[src/rtl/jellyvl_etherneco_synctimer_slave_cmd.sv]
// Node-side synctimer command consumer: parses the master's time/offset frame and
// either loads the local timer outright or trims it with bounded single-step adjusts.
module jellyvl_etherneco_synctimer_slave_cmd #(
  parameter int TIMER_WIDTH  = 64,
  parameter int MAX_NODES    = 2,
  parameter int OFFSET_WIDTH = 24,
  parameter int RX_COMP      = 0,
  parameter int ADJUST_LIMIT = 16,
  parameter int ERROR_WIDTH  = 24
) (
  input  logic                   clk,
  input  logic                   reset,
  input  logic [7:0]             node_id,
  input  logic [TIMER_WIDTH-1:0] current_time,
  input  logic                   cmd_rx_start,
  input  logic                   cmd_rx_end,
  input  logic                   cmd_rx_error,
  input  logic [15:0]            cmd_payload_pos,
  input  logic [7:0]             cmd_payload_data,
  input  logic                   cmd_payload_valid,
  output logic [TIMER_WIDTH-1:0] set_time,
  output logic                   set_valid,
  output logic                   adjust_sign,
  output logic                   adjust_valid,
  input  logic                   adjust_ready,
  output logic [ERROR_WIDTH-1:0] last_error,
  output logic [15:0]            frame_count
);

  localparam int PEND_W = $clog2(ADJUST_LIMIT + 1);
  localparam logic [31:0] NODES = 32'(MAX_NODES);
  localparam logic [31:0] OFFSET_MASK =
    (OFFSET_WIDTH >= 32) ? 32'hFFFF_FFFF : 32'((64'd1 << OFFSET_WIDTH) - 64'd1);

  typedef enum logic [2:0] {IDLE, RECV, CALC, SET, ADJUST} state_t;

  state_t state, next_state;

  logic [TIMER_WIDTH-1:0]        start_local;
  logic [1:0]                    flags;
  logic [63:0]                   master_raw;
  logic [31:0]                   offset_raw;
  logic [PEND_W-1:0]             pending;
  logic [TIMER_WIDTH-1:0]        expected;
  logic signed [ERROR_WIDTH-1:0] err;
  logic [PEND_W-1:0]             err_mag;
  logic [16:0]                   off_base;
  logic [16:0]                   off_rel;
  logic [2:0]                    mt_idx;
  logic                          node_ok;
  logic                          offset_hit;
  logic                          master_hit;

  // |e| clipped to the per-frame pulse budget; the extra bit keeps -2^(W-1) exact.
  function automatic logic [PEND_W-1:0] sat_mag(input logic signed [ERROR_WIDTH-1:0] e);
    logic [ERROR_WIDTH:0] mag;
    mag = e[ERROR_WIDTH-1] ? ({1'b0, ~e} + (ERROR_WIDTH+1)'(1)) : {1'b0, e};
    if (mag > (ERROR_WIDTH+1)'(ADJUST_LIMIT)) return PEND_W'(ADJUST_LIMIT);
    return PEND_W'(mag);
  endfunction

  assign off_base   = 17'd9 + {7'd0, node_id, 2'b00};
  assign off_rel    = {1'b0, cmd_payload_pos} - off_base;
  assign node_ok    = {24'd0, node_id} < NODES;
  assign offset_hit = node_ok && ({1'b0, cmd_payload_pos} >= off_base) && (off_rel < 17'd4);
  assign master_hit = (cmd_payload_pos >= 16'd1) && (cmd_payload_pos <= 16'd8);
  assign mt_idx     = cmd_payload_pos[2:0] - 3'd1;

  assign expected = master_raw[TIMER_WIDTH-1:0] + TIMER_WIDTH'(offset_raw & OFFSET_MASK);
  assign err      = ERROR_WIDTH'(expected - start_local);
  assign err_mag  = sat_mag(err);

  always_ff @(posedge clk or negedge reset) begin
    if (!reset) state <= IDLE;
    else        state <= next_state;
  end

  always_comb begin
    next_state = state;
    if (cmd_rx_start) begin
      next_state = RECV;
    end else begin
      case (state)
        RECV:    if (cmd_rx_end) next_state = cmd_rx_error ? IDLE : CALC;
        CALC: begin
          if (flags[1])                         next_state = SET;
          else if (flags[0] && err_mag != '0)   next_state = ADJUST;
          else                                  next_state = IDLE;
        end
        SET:     next_state = IDLE;
        ADJUST:  if (adjust_ready && pending == PEND_W'(1)) next_state = IDLE;
        default: next_state = IDLE;
      endcase
    end
  end

  always_comb begin
    set_valid    = (state == SET);
    adjust_valid = (state == ADJUST) && (pending != '0);
  end

  // Frame buffer: cleared at every frame start, so it needs no reset.
  always_ff @(posedge clk) begin
    if (cmd_rx_start) begin
      start_local <= current_time - TIMER_WIDTH'(RX_COMP);
      flags       <= '0;
      master_raw  <= '0;
      offset_raw  <= '0;
    end else if (state == RECV && cmd_payload_valid) begin
      if (cmd_payload_pos == 16'd0) flags <= cmd_payload_data[1:0];
      if (master_hit) master_raw[{mt_idx, 3'b000} +: 8] <= cmd_payload_data;
      if (offset_hit) offset_raw[{off_rel[1:0], 3'b000} +: 8] <= cmd_payload_data;
    end
  end

  always_ff @(posedge clk or negedge reset) begin
    if (!reset) begin
      set_time    <= '0;
      last_error  <= '0;
      adjust_sign <= 1'b0;
      pending     <= '0;
      frame_count <= '0;
    end else if (cmd_rx_start) begin
      pending <= '0;
    end else begin
      case (state)
        RECV: if (cmd_rx_end && !cmd_rx_error) frame_count <= frame_count + 16'd1;
        CALC: begin
          // Override re-adds the time spent since frame start so the load lands current.
          if (flags[1]) begin
            set_time <= expected + (current_time - start_local);
          end else if (flags[0]) begin
            last_error  <= err;
            pending     <= err_mag;
            adjust_sign <= err[ERROR_WIDTH-1];
          end
        end
        ADJUST: if (adjust_valid && adjust_ready) pending <= pending - PEND_W'(1);
        default: ;
      endcase
    end
  end

endmodule

[config.mk]
export PLATFORM = sky130hd
export DESIGN_NAME = jellyvl_etherneco_synctimer_slave_cmd
export DESIGN_NICKNAME = d
export VERILOG_FILES = /design/src/rtl/jellyvl_etherneco_synctimer_slave_cmd.sv
export SDC_FILE = /design/constraint.sdc
export NUM_CORES = 1
export LEC_CHECK = 0
export BUFFER_PORTS_ARGS = -buffer_cell sky130_fd_sc_hd__buf_2
export CORE_UTILIZATION = 55
export CTS_CLUSTER_DIAMETER = 80
export DETAILED_ROUTE_END_ITERATION = 12
export PLACE_DENSITY = 0.75
export SYNTH_ARGS = -nofsm -noshare
export SYNTH_HDL_FRONTEND = slang
export SYNTH_SLANG_ARGS = --single-unit
[constraint.sdc]
create_clock -name clk -period 13.15 [get_ports clk]
set_clock_uncertainty 0.15 [all_clocks]
set_input_delay 1.9725 -clock clk [delete_from_list [all_inputs] [get_ports clk]]
set_output_delay 1.9725 -clock clk [all_outputs]
set_load 0.02 [all_outputs]
[Word-level counts from Yosys, hierarchy flattened]
Cells that the tools add are included.
Word-level totals
  flip-flop bits (word level): 275
  input port bits: 103
  word-level logic and storage cells: 85
Operators by class
  add/sub/neg operators: 12
  magnitude comparators: 6
  eq/ne operators: 10
  shift operators: 4
  multiplexer cells: 18
  bitwise gates (word level): 3
  reduce and logical (&&, ||, !) cells: 22
Operators with widths (count)
  64-bit by 24-bit adder with 64-bit output: 1
  64-bit adder: 1
  64-bit bitwise mux: 1
  8-bit by 8-bit variable shift with 64-bit output, first input constant: 1
  8-bit by 8-bit variable part select with 64-bit output: 1
  64-bit subtractor: 1
  32-bit bitwise mux: 1
  8-bit by 7-bit variable shift with 32-bit output, first input constant: 1
  8-bit by 7-bit variable part select with 32-bit output: 1
  5-bit two-way mux: 6
  24-bit by 1-bit adder with 25-bit output, second input constant: 1
  25-bit by 5-bit > comparator with 1-bit output, second input constant: 1
  25-bit two-way mux: 1
  24-bit inverter: 1
  24-bit subtractor: 1
  17-bit by 3-bit < comparator with 1-bit output, second input constant: 1
  16-bit by 11-bit subtractor with 17-bit output: 1
  16-bit by 1-bit adder with 16-bit output, second input constant: 1
  16-bit by 1-bit greater-or-equal comparator with 1-bit output, second input constant: 1
  16-bit by 11-bit greater-or-equal comparator with 1-bit output: 1
  16-bit by 4-bit less-or-equal comparator with 1-bit output, second input constant: 1
  16-bit logical NOT: 1
  3-bit two-way mux: 5
  3-bit != test, second input constant: 4
  other kinds (23): 39

[Logic depth before layout (Yosys ltp)]
Gate-level depths: netlist (run 1).
  depth in word-level cells: 14
  gate-level depth with buffers: 32
  mapped depth without buffers: 31

[Worst setup path after synthesis (run 1)]
No wires, ideal clock.
  path kind: register -> register
  from: reg master_raw[0]
  to: reg set_time[61]
  arrival time: 6.563 ns
  setup slack: 6.354 ns
  stages on the path, launching flop included: 33
  buffers on the path: 3
  clock period less this slack: 6.796 ns
  path through: dfxtp_1 -> ha_1 -> fa_1 -> a21o_1 -> a21oi_1 -> o21bai_1 -> a21oi_1 -> o21bai_1 -> a21oi_1 -> o21ai_0 -> a41o_1 -> nor4_1 -> or2_2 -> o31ai_1 -> clkbuf_1 -> xnor2_1 -> fa_1 -> inv_1 -> ha_1 -> clkbuf_1 -> and3_1 -> clkbuf_1 -> nand3_1 -> a311oi_1 -> o2111ai_1 -> nand3_1 -> a21oi_1 -> o31ai_1 -> a21oi_1 -> o31ai_1 -> a21oi_1 -> xor2_1 -> o21ai_0
On the way
  word-level cells in the longest chain between the ends: 2
RTL lines
  start: declaration: RTL line 41  | logic [63:0] master_raw;
  start signal: indexed assignment: RTL line 111  | if (master_hit) master_raw[{mt_idx, 3'b000} +: 8] <= cmd_payload_data;
  64-bit by 24-bit adder with 64-bit output: RTL line 69  | assign expected = master_raw[TIMER_WIDTH-1:0] + TIMER_WIDTH'(offset_raw & OFFSET_MASK);
  64-bit adder: RTL line 131  | set_time <= expected + (current_time - start_local);
  end signal: assignment: RTL line 131
  end: declaration: RTL line 21  | output logic [TIMER_WIDTH-1:0] set_time,
No other way between the ends.
A chain may end at the register's enable or synchronous reset.

[Final worst setup path (run 1)]
Ends and elaborated chain as after synthesis.

==> results of run 1 <==
==> cells in the final DEF (no fill, tap or decap), types with 64 or more instances in the layout <==
cell type / instances
nand2_1: 270
ha_1: 132
nand3_1: 95
dfxtp_1: 90
a21o_1: 73
fa_1: 65
dfrtp_1: 112
buf_2: 207
edfxtp_1: 64
a21oi_1: 170
nor2_1: 112
o21ai_0: 148
inv_1: 115
xnor2_1: 112
==> where the power goes <==
group          total (mW)  switching [mW]  internal [mW]  leakage [nW]
clock               0.860           0.375          0.486         0.508
combinational       0.531           0.328          0.203          6.89
sequential          0.881          0.0130          0.868          2.87
total                2.27           0.716           1.56          10.3
==> per-layer routing <==
layer,share of wire,vias to the layer above,track usage
met3,0.052,103,0.03081
met2,0.48,524,0.4857
met1,0.43,7880,0.3702
li1,-,8059,-
met4,0.034,0,0.1020
met5,0,-,0
==> final cells by class <==
class	count	area, sq um	area share
Inverter	115	431.7	0.01983
Timing Repair Buffer	218	1119	0.05137
Multi-Input combinational cell	1707	12090	0.5552
Sequential cell	266	6526	0.2997
Clock inverter	19	195.2	0.008964
Tap cell	455	569.3	0.02615
Clock buffer	37	839.6	0.03856
Antenna cell	2	5.005	0.0002299
==> Yosys cell counts (all sizes together) (65+ instances only) <==
| cell | n |
|---|---|
| a21o | 73 |
| a21oi | 171 |
| clkbuf | 82 |
| dfrtp | 112 |
| dfxtp | 90 |
| fa | 65 |
| ha | 132 |
| inv | 115 |
| nand2 | 270 |
| nand3 | 97 |
| nor2 | 112 |
| o21ai | 153 |
| xnor2 | 112 |
==> sequential cells by signal, summed over array words and instances (netlist names) <==
signal	cells
last_error	23
start_local	64
frame_count	16
state	3
pending	5
flags	2
offset_raw	24
master_raw	64
set_time	64
adjust_sign	1
==> tightest hold or removal path, delay by kind of cell, from the launching register on <==
family | cells | cell delay (ns)
simple gates | 1 | 0.05
flops | 1 | 0.31
compound gates | 1 | 0.05
==> worst max path at each step <==
stage / slack [ns] / end
after global placement: 5.62 / set_time[63]
after floorplan: 6.35 / set_time[61]
after CTS: 5.33 / set_time[61]
after detailed placement: 5.38 / set_time[61]
after global routing: 4.53 / set_time[61]
final: 5.21 / set_time[61]
==> stage by stage <==
| stage | worst slack, ns | hold slack, ns | power, mW | utilization |
|---|---|---|---|---|
| finish | 5.213 | 0.3105 | 2.273 | 0.6288 |
| global route | 4.529 | 0.3306 | 2.382 | 0.6287 |
| CTS | 5.326 | 0.3119 | 2.282 | 0.6286 |
| detailed placement | 5.376 | 0.3020 | 1.420 | 0.5988 |
| global placement | 5.620 | 0.2960 | 1.412 | 0.5988 |
| floorplan | 6.354 | 0.2862 | 1.266 | - |
==> cell families (layout without fill, tap and decap cells) <==
kind of cell,after synthesis,count (layout),share of synthesized area
DFF,266,266,0.3361
AOI/OAI and AO/OA,573,573,0.1883
and+or+nand+nor,734,734,0.1864
buffers and inverters,205,389,0.04233
adders and majority gates,197,197,0.1521
xor gates and xnor gates,171,171,0.07752
other,0,2,0
muxes,32,32,0.01733
==> out/metrics.csv, run 1 <==
stage;metric;value;unit
run_status;outcome;finished clean;
critical_path;CP max stage delay;0.68;ns
synth;Yosys reg bits;266;
synth;number of synthesized flops with an enable pin;64;
timing;final hold viol count;0;
power;Leak Pwr;10.27;nW
synth;most used flip-flop cell after synthesis;dfrtp_1;
clocking;TritonCTS clock tree;built;
worst_hold_path;hold path depth;2;
critical_path;reg-to-reg startpoint;master_raw[0];
cells_and_area;Final nets;2638;
critical_path;WP buf/inv;2;
routing;vias post-DR;16570;
routing;DRC Markers;0;
die;io pins;210;
cells_and_area;final instance count without filler cells;2819;
global_routing;All-Layer GR Usage;0.2837;
routing;first drt pass iteration count;5;
die;Die Wd;189.9;microns
synth;YS warnings;0;
global_routing;largest net degree at the start of global routing;73;
critical_path;Worst Setup SP;master_raw[0];
critical_path;Crit. path cell count;30;
place;placed cell area;20730;sq um
timing;RSZ-0062 raised after global routing;false;
critical_path;reg2reg setup slack;5.21;ns
critical_path;Crit Path Max Fanout;18;
critical_path;CP delay by family, top;compound AO/OA/AOI/OAI gates;
timing;# setup viols final;0;
timing;Final Max Tran Viols;0;
power;VDD IR max;0.0001064;V
clocking;Root Buffer;clkbuf_16;
clocking;clock tree buffer depth;3;
routing;routed len/inst;18.17;microns
flow_run;max_cap viols;0;
die;die area;36060;sq um
synth;syn_nets;2478;
die;Core Footprint;34630;sq um
critical_path;Worst EP arrival;8.29;ns
timing;Final min period;7.937;ns
clocking;Worst-path clk slew;0.07;ns
cells_and_area;layout overhead on the synthesized area;12.13;%
clocking;clock buffer count from CTS;30;
clocking;postcts setup bufs;0;
timing;setup TNS;0;ns
routing;DRT antenna net count;0;
place;GPL Wtd Cong;0.9829;
synth;Cell Area, Synth;19420;sq um
critical_path;CP required;13.51;ns
place;Post-DP HPWL;39.61;mm
worst_hold_path;Worst Min Path Start;master_raw[9];
timing;Tightest Pin Transition;1.180;ns
die;Die Y;189.9;microns
timing;Worst slew margin;0.2116;
cells_and_area;Design Area, Final;21770;sq um
clocking;clock latency on the worst-skew pair;0.58;ns
routing;vias per cell;5.877;
synth;register area share after synthesis;0.3361;
synth;area share of the largest cell type after synthesis;0.1443;
timing;fmax;0.1260;GHz
place;I/O Buffers;209;
synth;syn_area_per_cell;8.915;sq um
critical_path;Worst setup SP type;flop;
cells_and_area;share of layout cells above drive strength 1;0.1418;
clocking;# hold bufs at CTS;0;
global_routing;vias in the first global route;16140;
synth;cell taking the most area after synthesis;dfrtp_1;
synth;Synth cell types;100;
clocking;post-cts resize count;0;
global_routing;initial antenna violation count;2;
die;starting density of the core;0.5607;
critical_path;Worst Reg2Reg Path Length in Cells;30;
die;# rows;68;
clocking;Clock Sinks;266;
critical_path;critical path class;flop to flop;
cells_and_area;# fillers;2988;
clocking;H-tree depth;1;
routing;final wirelength;51.22;mm
power;Pwr per Cell Area;104.4;nW/um^2
timing;Final period util;0.6036;
synth;top cells by area, synth;dfrtp_1 (14%), edfxtp_1 (9.9%), dfxtp_1 (9.3%);
synth;Cells after Synth;2178;
routing;DR iter-0 viols;989;
synth;async set-reset flop share out of synthesis;0.4211;
critical_path;Setup crit end kind;flop;
critical_path;CP max stage cell;o31ai_1;
worst_hold_path;Hold Path Class;flop to flop;
global_routing;GRT overflow;0;
global_routing;global-route wire length before repair;82.68;mm
worst_hold_path;Hold Path Sink;master_raw[9];
critical_path;crit-path most repeated cell;a21oi_1;
critical_path;FF-to-FF End;set_time[61];
place;Post-Place Cells;2761;
Note: power is estimated with default switching activity, not from simulation.
==> run 2, diff against run 1 <==
ABC_AREA = 1   (was not set)
PLACE_DENSITY = 0.78   (was 0.75)
clock period = 6.7 ns   (was 13.15 ns; I/O delays follow)
==> run 2 against run 1 <==
Against the previous run: core utilization rose by 0.37 points; maximum frequency up 31%; synthesized cell count grew 34%; sequential share of layout area decreased by 2.5 points; cell count is 30% higher; clock power is 130% higher; global-route usage up 6.0 points.
==> out/metrics.csv, run 2 <==
stage;metric;value;unit
routing;vias per cell;5.584;
routing;DRC Markers;0;
clocking;TritonCTS clock tree;built;
clocking;Worst-path clk slew;0.06;ns
synth;Cell Area, Synth;20990;sq um
worst_hold_path;Hold Path Class;primary input to asynchronous set/reset pin;
synth;syn_area_per_cell;7.179;sq um
critical_path;CP max stage delay;0.52;ns
critical_path;Setup crit end kind;flop;
critical_path;CP required;6.99;ns
synth;register area share after synthesis;0.3109;
synth;Commonest cells post-synth;nand2_1 (694), inv_1 (430), nor2_1 (288);
timing;# setup viols final;0;
timing;setup TNS;0;ns
global_routing;largest net degree at the start of global routing;74;
timing;minimum hold slack;0.2702;ns
global_routing;vias in the first global route;19100;
global_routing;global-route wire length before repair;103.4;mm
routing;first drt pass iteration count;6;
die;Core Footprint;37580;sq um
synth;cell taking the most area after synthesis;dfrtp_1;
timing;RSZ-0062 raised after global routing;false;
cells_and_area;layout overhead on the synthesized area;13.22;%
timing;Worst slew margin;0.2508;
die;Die Wd;197.4;microns
clocking;Clock Sinks;266;
timing;fmax;0.1652;GHz
critical_path;critical path class;flop to flop;
routing;final wirelength;67.12;mm
synth;most used flip-flop cell after synthesis;dfrtp_1;
cells_and_area;commonest non-fill, non-tap cell in the layout;nand2_1;
synth;number of synthesized flops with an enable pin;64;
timing;Final Max Tran Viols;0;
clocking;H-tree depth;2;
routing;vias post-DR;20480;
routing;DR iter-0 viols;1862;
die;Die Y;197.4;microns
critical_path;crit-path most repeated cell;nand2_1;
clocking;clock tree buffer depth;3;
die;io pins;210;
run_status;outcome;finished clean;
global_routing;GRT overflow;0;
routing;routed len/inst;18.30;microns
timing;Final period util;0.9036;
die;die area;38950;sq um
global_routing;initial antenna violation count;3;
place;GPL Wtd Cong;0.9910;
timing;final hold viol count;0;
synth;YS warnings;0;
synth;top cells by area, synth;dfrtp_1 (13%), nand2_1 (12%), edfxtp_1 (9.2%);
clocking;clock buffer count from CTS;35;
cells_and_area;final core occ;0.6324;
die;# rows;71;
critical_path;Worst EP arrival;6.35;ns
global_routing;All-Layer GR Usage;0.3433;
timing;Final min period;6.054;ns
cells_and_area;Final nets;3431;
flow_run;max_cap viols;0;
routing;DRT antenna net count;0;
power;Leak Pwr;12.05;nW
synth;most numerous cell in the Yosys netlist;nand2_1;
cells_and_area;most frequent cells in the layout;nand2_1 (694), inv_1 (430), nor2_1 (287);
cells_and_area;Regs by FF count;master_raw (64), set_time (64), start_local (64);
die;starting density of the core;0.5586;
clocking;Root Buffer;clkbuf_16;
synth;Synth cell types;53;
power;Pwr per Cell Area;213.6;nW/um^2
clocking;postcts setup bufs;0;
synth;Cells after Synth;2924;
cells_and_area;share of layout cells above drive strength 1;0.1046;
clocking;# hold bufs at CTS;0;
place;Post-DP HPWL;54.86;mm
critical_path;CP max stage cell;fa_1;
clocking;clock latency on the worst-skew pair;0.57;ns
critical_path;Worst setup SP type;flop;
clocking;post-cts resize count;0;
synth;area share of the largest cell type after synthesis;0.1335;
synth;syn_nets;3224;
critical_path;Crit Path Max Fanout;5;
power;VDD IR max;0.0001833;V
timing;Tightest Pin Transition;1.115;ns
place;I/O Buffers;209;
synth;async set-reset flop share out of synthesis;0.4211;
synth;Yosys reg bits;266;
-- run 2: final cells by class --
cell class | instances | area (sq um)
diodes | 2 | 5.005
clock buffers | 49 | 1054
clock inverters | 11 | 177.7
fillers | 3486 | 13810
inverters | 434 | 1629
multi-input cells | 2178 | 12630
flip-flops and latches | 266 | 6526
well taps | 511 | 639.4
repair buffers | 216 | 1104
-- run 2: worst paths after layout --
check	start	to	slack [ns]	depth (start not counted)
worst min-delay path	reset	adjust_sign	0.27	1
worst min register to register	master_raw[2]	master_raw[2]	0.30	2
worst max register to register	master_raw[0]	set_time[56]	0.65	31
max in group asynchronous	reset	set_time[50]	4.79	2
min in group clk	master_raw[2]	master_raw[2]	0.30	2
worst max-delay path	master_raw[0]	set_time[56]	0.65	31
-- run 2: per-stage QoR --
stage / instances / setup WS (ns) / cell area [sq um] / total power [mW]
2_1_floorplan: 2924 / 1.385 / 20990 / 2.638
3_3_place_gp: 3605 / 0.6558 / 22520 / 3.046
3_5_place_dp: 3605 / 0.5409 / 22520 / 3.069
4_1_cts: 3665 / 0.5011 / 23750 / 5.063
5_1_grt: 3666 / 0.06925 / 23760 / 5.295
6_report: 3667 / 0.6456 / 23770 / 5.076
-- run 2: layer usage --
metal	up-vias	wire length [microns]	global-route usage
li1	9957	-	-
met1	9549	30020	0.4821
met2	830	28580	0.5173
met3	141	5716	0.06881
met4	0	2811	0.1349
met5	-	0	0
-- run 2: logic make-up (layout without fill, tap and decap cells) --
| family | after synthesis | in the layout | share of synthesized area |
|---|---|---|---|
| XOR/XNOR | 144 | 144 | 0.06009 |
| buffers and inverters | 480 | 710 | 0.08810 |
| flip-flops | 266 | 266 | 0.3109 |
| AND/OR/NAND/NOR | 1328 | 1328 | 0.2697 |
| other | 0 | 2 | 0 |
| adder cells (fa/ha/maj) | 197 | 197 | 0.1407 |
| AO/OA/AOI/OAI | 509 | 509 | 0.1305 |
-- run 2: worst max-delay path, delay by kind of cell, from the launching register on --
family,cells,cell delay [ns]
compound gates,8,1.72
xor+xnor,1,0.32
fa+ha+maj,4,1.59
buf+inv,1,0.06
flops,1,0.32
simple gates,17,1.76
-- run 2: where the power goes --
group | switching [mW] | total [mW] | internal, mW
logic | 0.883 | 1.31 | 0.426
clock network | 0.772 | 2.00 | 1.23
registers | 0.0406 | 1.77 | 1.73
==> run 3, diff against run 2 <==
CORE_MARGIN = 8   (was not set)
==> run 3 against run 2 <==
Against the previous run: die area is 15% higher; cell area is 0.11% lower; critical endpoint is now state[2]; largest cell class unchanged; critical path depth is 1 higher; via count is 0.41% higher; flip-flop and latch count stayed put; first-iteration DRC count is 8.0% higher; worst setup slack worse by 0.053 ns; total power is 0.58% lower; hold slack better by 0.033 ns; sequential power hardly changed; cell count hardly changed.
==> out/metrics.csv, run 3 (synthesis gave the netlist of run 2 again) <==
stage;metric;value;unit
run_status;outcome;finished clean;
clocking;post-cts resize count;0;
timing;Final period util;0.9116;
clocking;TritonCTS clock tree;built;
cells_and_area;Regs by FF count;master_raw (64), set_time (64), start_local (64);
power;VDD IR max;0.0002034;V
place;I/O Buffers;209;
critical_path;CP max stage delay;0.41;ns
critical_path;CP required;6.97;ns
timing;minimum hold slack;0.3028;ns
critical_path;Setup crit end kind;flop;
routing;DR iter-0 viols;2011;
power;combinational power share;0.259;
clocking;Root Buffer;clkbuf_16;
timing;Tightest Pin Transition;1.218;ns
cells_and_area;layout overhead on the synthesized area;13.10;%
die;die area;44670;sq um
power;Internal Pwr Total;3.343;mW
die;Die Y;211.4;microns
cells_and_area;share of layout cells above drive strength 1;0.1062;
global_routing;vias in the first global route;19460;
die;# rows;71;
cells_and_area;commonest non-fill, non-tap cell in the layout;nand2_1;
cells_and_area;most frequent cells in the layout;nand2_1 (694), inv_1 (430), nor2_1 (287);
worst_hold_path;Hold Path Class;flop to flop;
clocking;H-tree depth;2;
global_routing;initial antenna violation count;2;
cells_and_area;Final nets;3430;
routing;DRC Markers;0;
power;Pwr per Cell Area;212.5;nW/um^2
place;Post-DP HPWL;55.23;mm
power;Clk network pwr share;0.391;
power;Leak Pwr;12.04;nW
power;Psw;1.703;mW
die;starting density of the core;0.5573;
power;Sw Ratio;0.3375;
timing;RSZ-0062 raised after global routing;false;
timing;setup TNS;0;ns
place;placed cell area;22520;sq um
routing;vias per cell;5.609;
timing;Final min period;6.108;ns
timing;fmax;0.1637;GHz
critical_path;Worst setup SP type;flop;
critical_path;Crit Path Max Fanout;28;
timing;Final Max Tran Viols;0;
clocking;Clock Sinks;266;
flow_run;max_cap viols;0;
routing;routed len/inst;18.52;microns
clocking;Worst-path clk slew;0.06;ns
routing;vias post-DR;20560;
clocking;clock latency on the worst-skew pair;0.55;ns
power;Power, Total;5.046;mW
routing;final wirelength;67.90;mm
timing;# setup viols final;0;
place;GPL Wtd Cong;1.003;
die;io pins;210;
clocking;clock tree buffer depth;3;
timing;final hold viol count;0;
global_routing;global-route wire length before repair;105.1;mm
critical_path;critical path class;flop to flop;
cells_and_area;Ant. Diodes;0;
clocking;postcts setup bufs;0;
die;Die Wd;211.4;microns
power;Flop pwr share;0.350;
global_routing;GRT overflow;0;
clocking;# hold bufs at CTS;0;
critical_path;reg2reg setup slack;0.59;ns
cells_and_area;Design Area, Final;23740;sq um
timing;Worst slew margin;0.1820;
critical_path;crit-path most repeated cell;nand2_1;
die;Core Footprint;37670;sq um
routing;first drt pass iteration count;5;
critical_path;Worst EP arrival;6.38;ns
global_routing;All-Layer GR Usage;0.2958;
clocking;clock buffer count from CTS;34;
critical_path;CP max stage cell;fa_1;
global_routing;largest net degree at the start of global routing;70;
routing;DRT antenna net count;0;
run 3: cell count changes in the layout (fill, tap and decap cells not counted), moves of 2 or more:
cell,previous run,this run
inv_4,0,2
inv_6,0,5
clkbuf_8,4,7
diode_2,2,0
clkbuf_1,6,2
clkbuf_16,39,36
run 3: final timing paths:
kind / from / endpoint / cells after the start
hold / removal: master_raw[3] / master_raw[3] / 2
setup / recovery: master_raw[0] / state[2] / 32
hold reg to reg: master_raw[3] / master_raw[3] / 2
max in group asynchronous: reset / frame_count[15] / 2
min in group asynchronous: reset / last_error[0] / 1
setup reg to reg: master_raw[0] / state[2] / 32
run 3: stage by stage:
step / utilization / setup slack, ns / std cells
2_1_floorplan: - / 1.385 / 2924
3_3_place_gp: 0.5978 / 0.4901 / 3605
5_1_grt: 0.6303 / 0.01611 / 3666
4_1_cts: 0.6299 / 0.3998 / 3666
6_report: 0.6303 / 0.5925 / 3666
3_5_place_dp: 0.5978 / 0.4309 / 3605
run 3: area by class of cell:
type                            count  area, sq um
Multi-Input combinational cell   2178        12630
Fill cell                        3543        13930
Tap cell                          511        639.4
Sequential cell                   266         6526
Timing Repair Buffer              216         1104
Clock buffer                       45         1005
Clock inverter                     16        206.4
Inverter                          434         1629
run 3: worst max-delay path, delay by kind of cell, from the launching register on:
kind | cells | cell delay [ns]
compound gates | 8 | 1.60
xor+xnor | 1 | 0.28
fa+ha+maj | 3 | 1.02
flops | 1 | 0.32
simple gates | 20 | 2.59
run 3: power groups by stage:
stage          Clock (mW)  Combinational, mW  Sequential (mW)
2_1_floorplan           0              0.800             1.84
3_3_place_gp            0               1.25             1.79
3_5_place_dp            0               1.26             1.80
4_1_cts              2.00               1.28             1.77
5_1_grt              2.05               1.44             1.78
6_report             1.97               1.31             1.77
run 3: routing by layer:
layer / GRT usage / vias up / part of all wire
met5: 0 / - / 0
li1: - / 9987 / -
met1: 0.4207 / 9577 / 0.45
met2: 0.4550 / 870 / 0.43
met4: 0.09801 / 0 / 0.032
met3: 0.04732 / 127 / 0.087
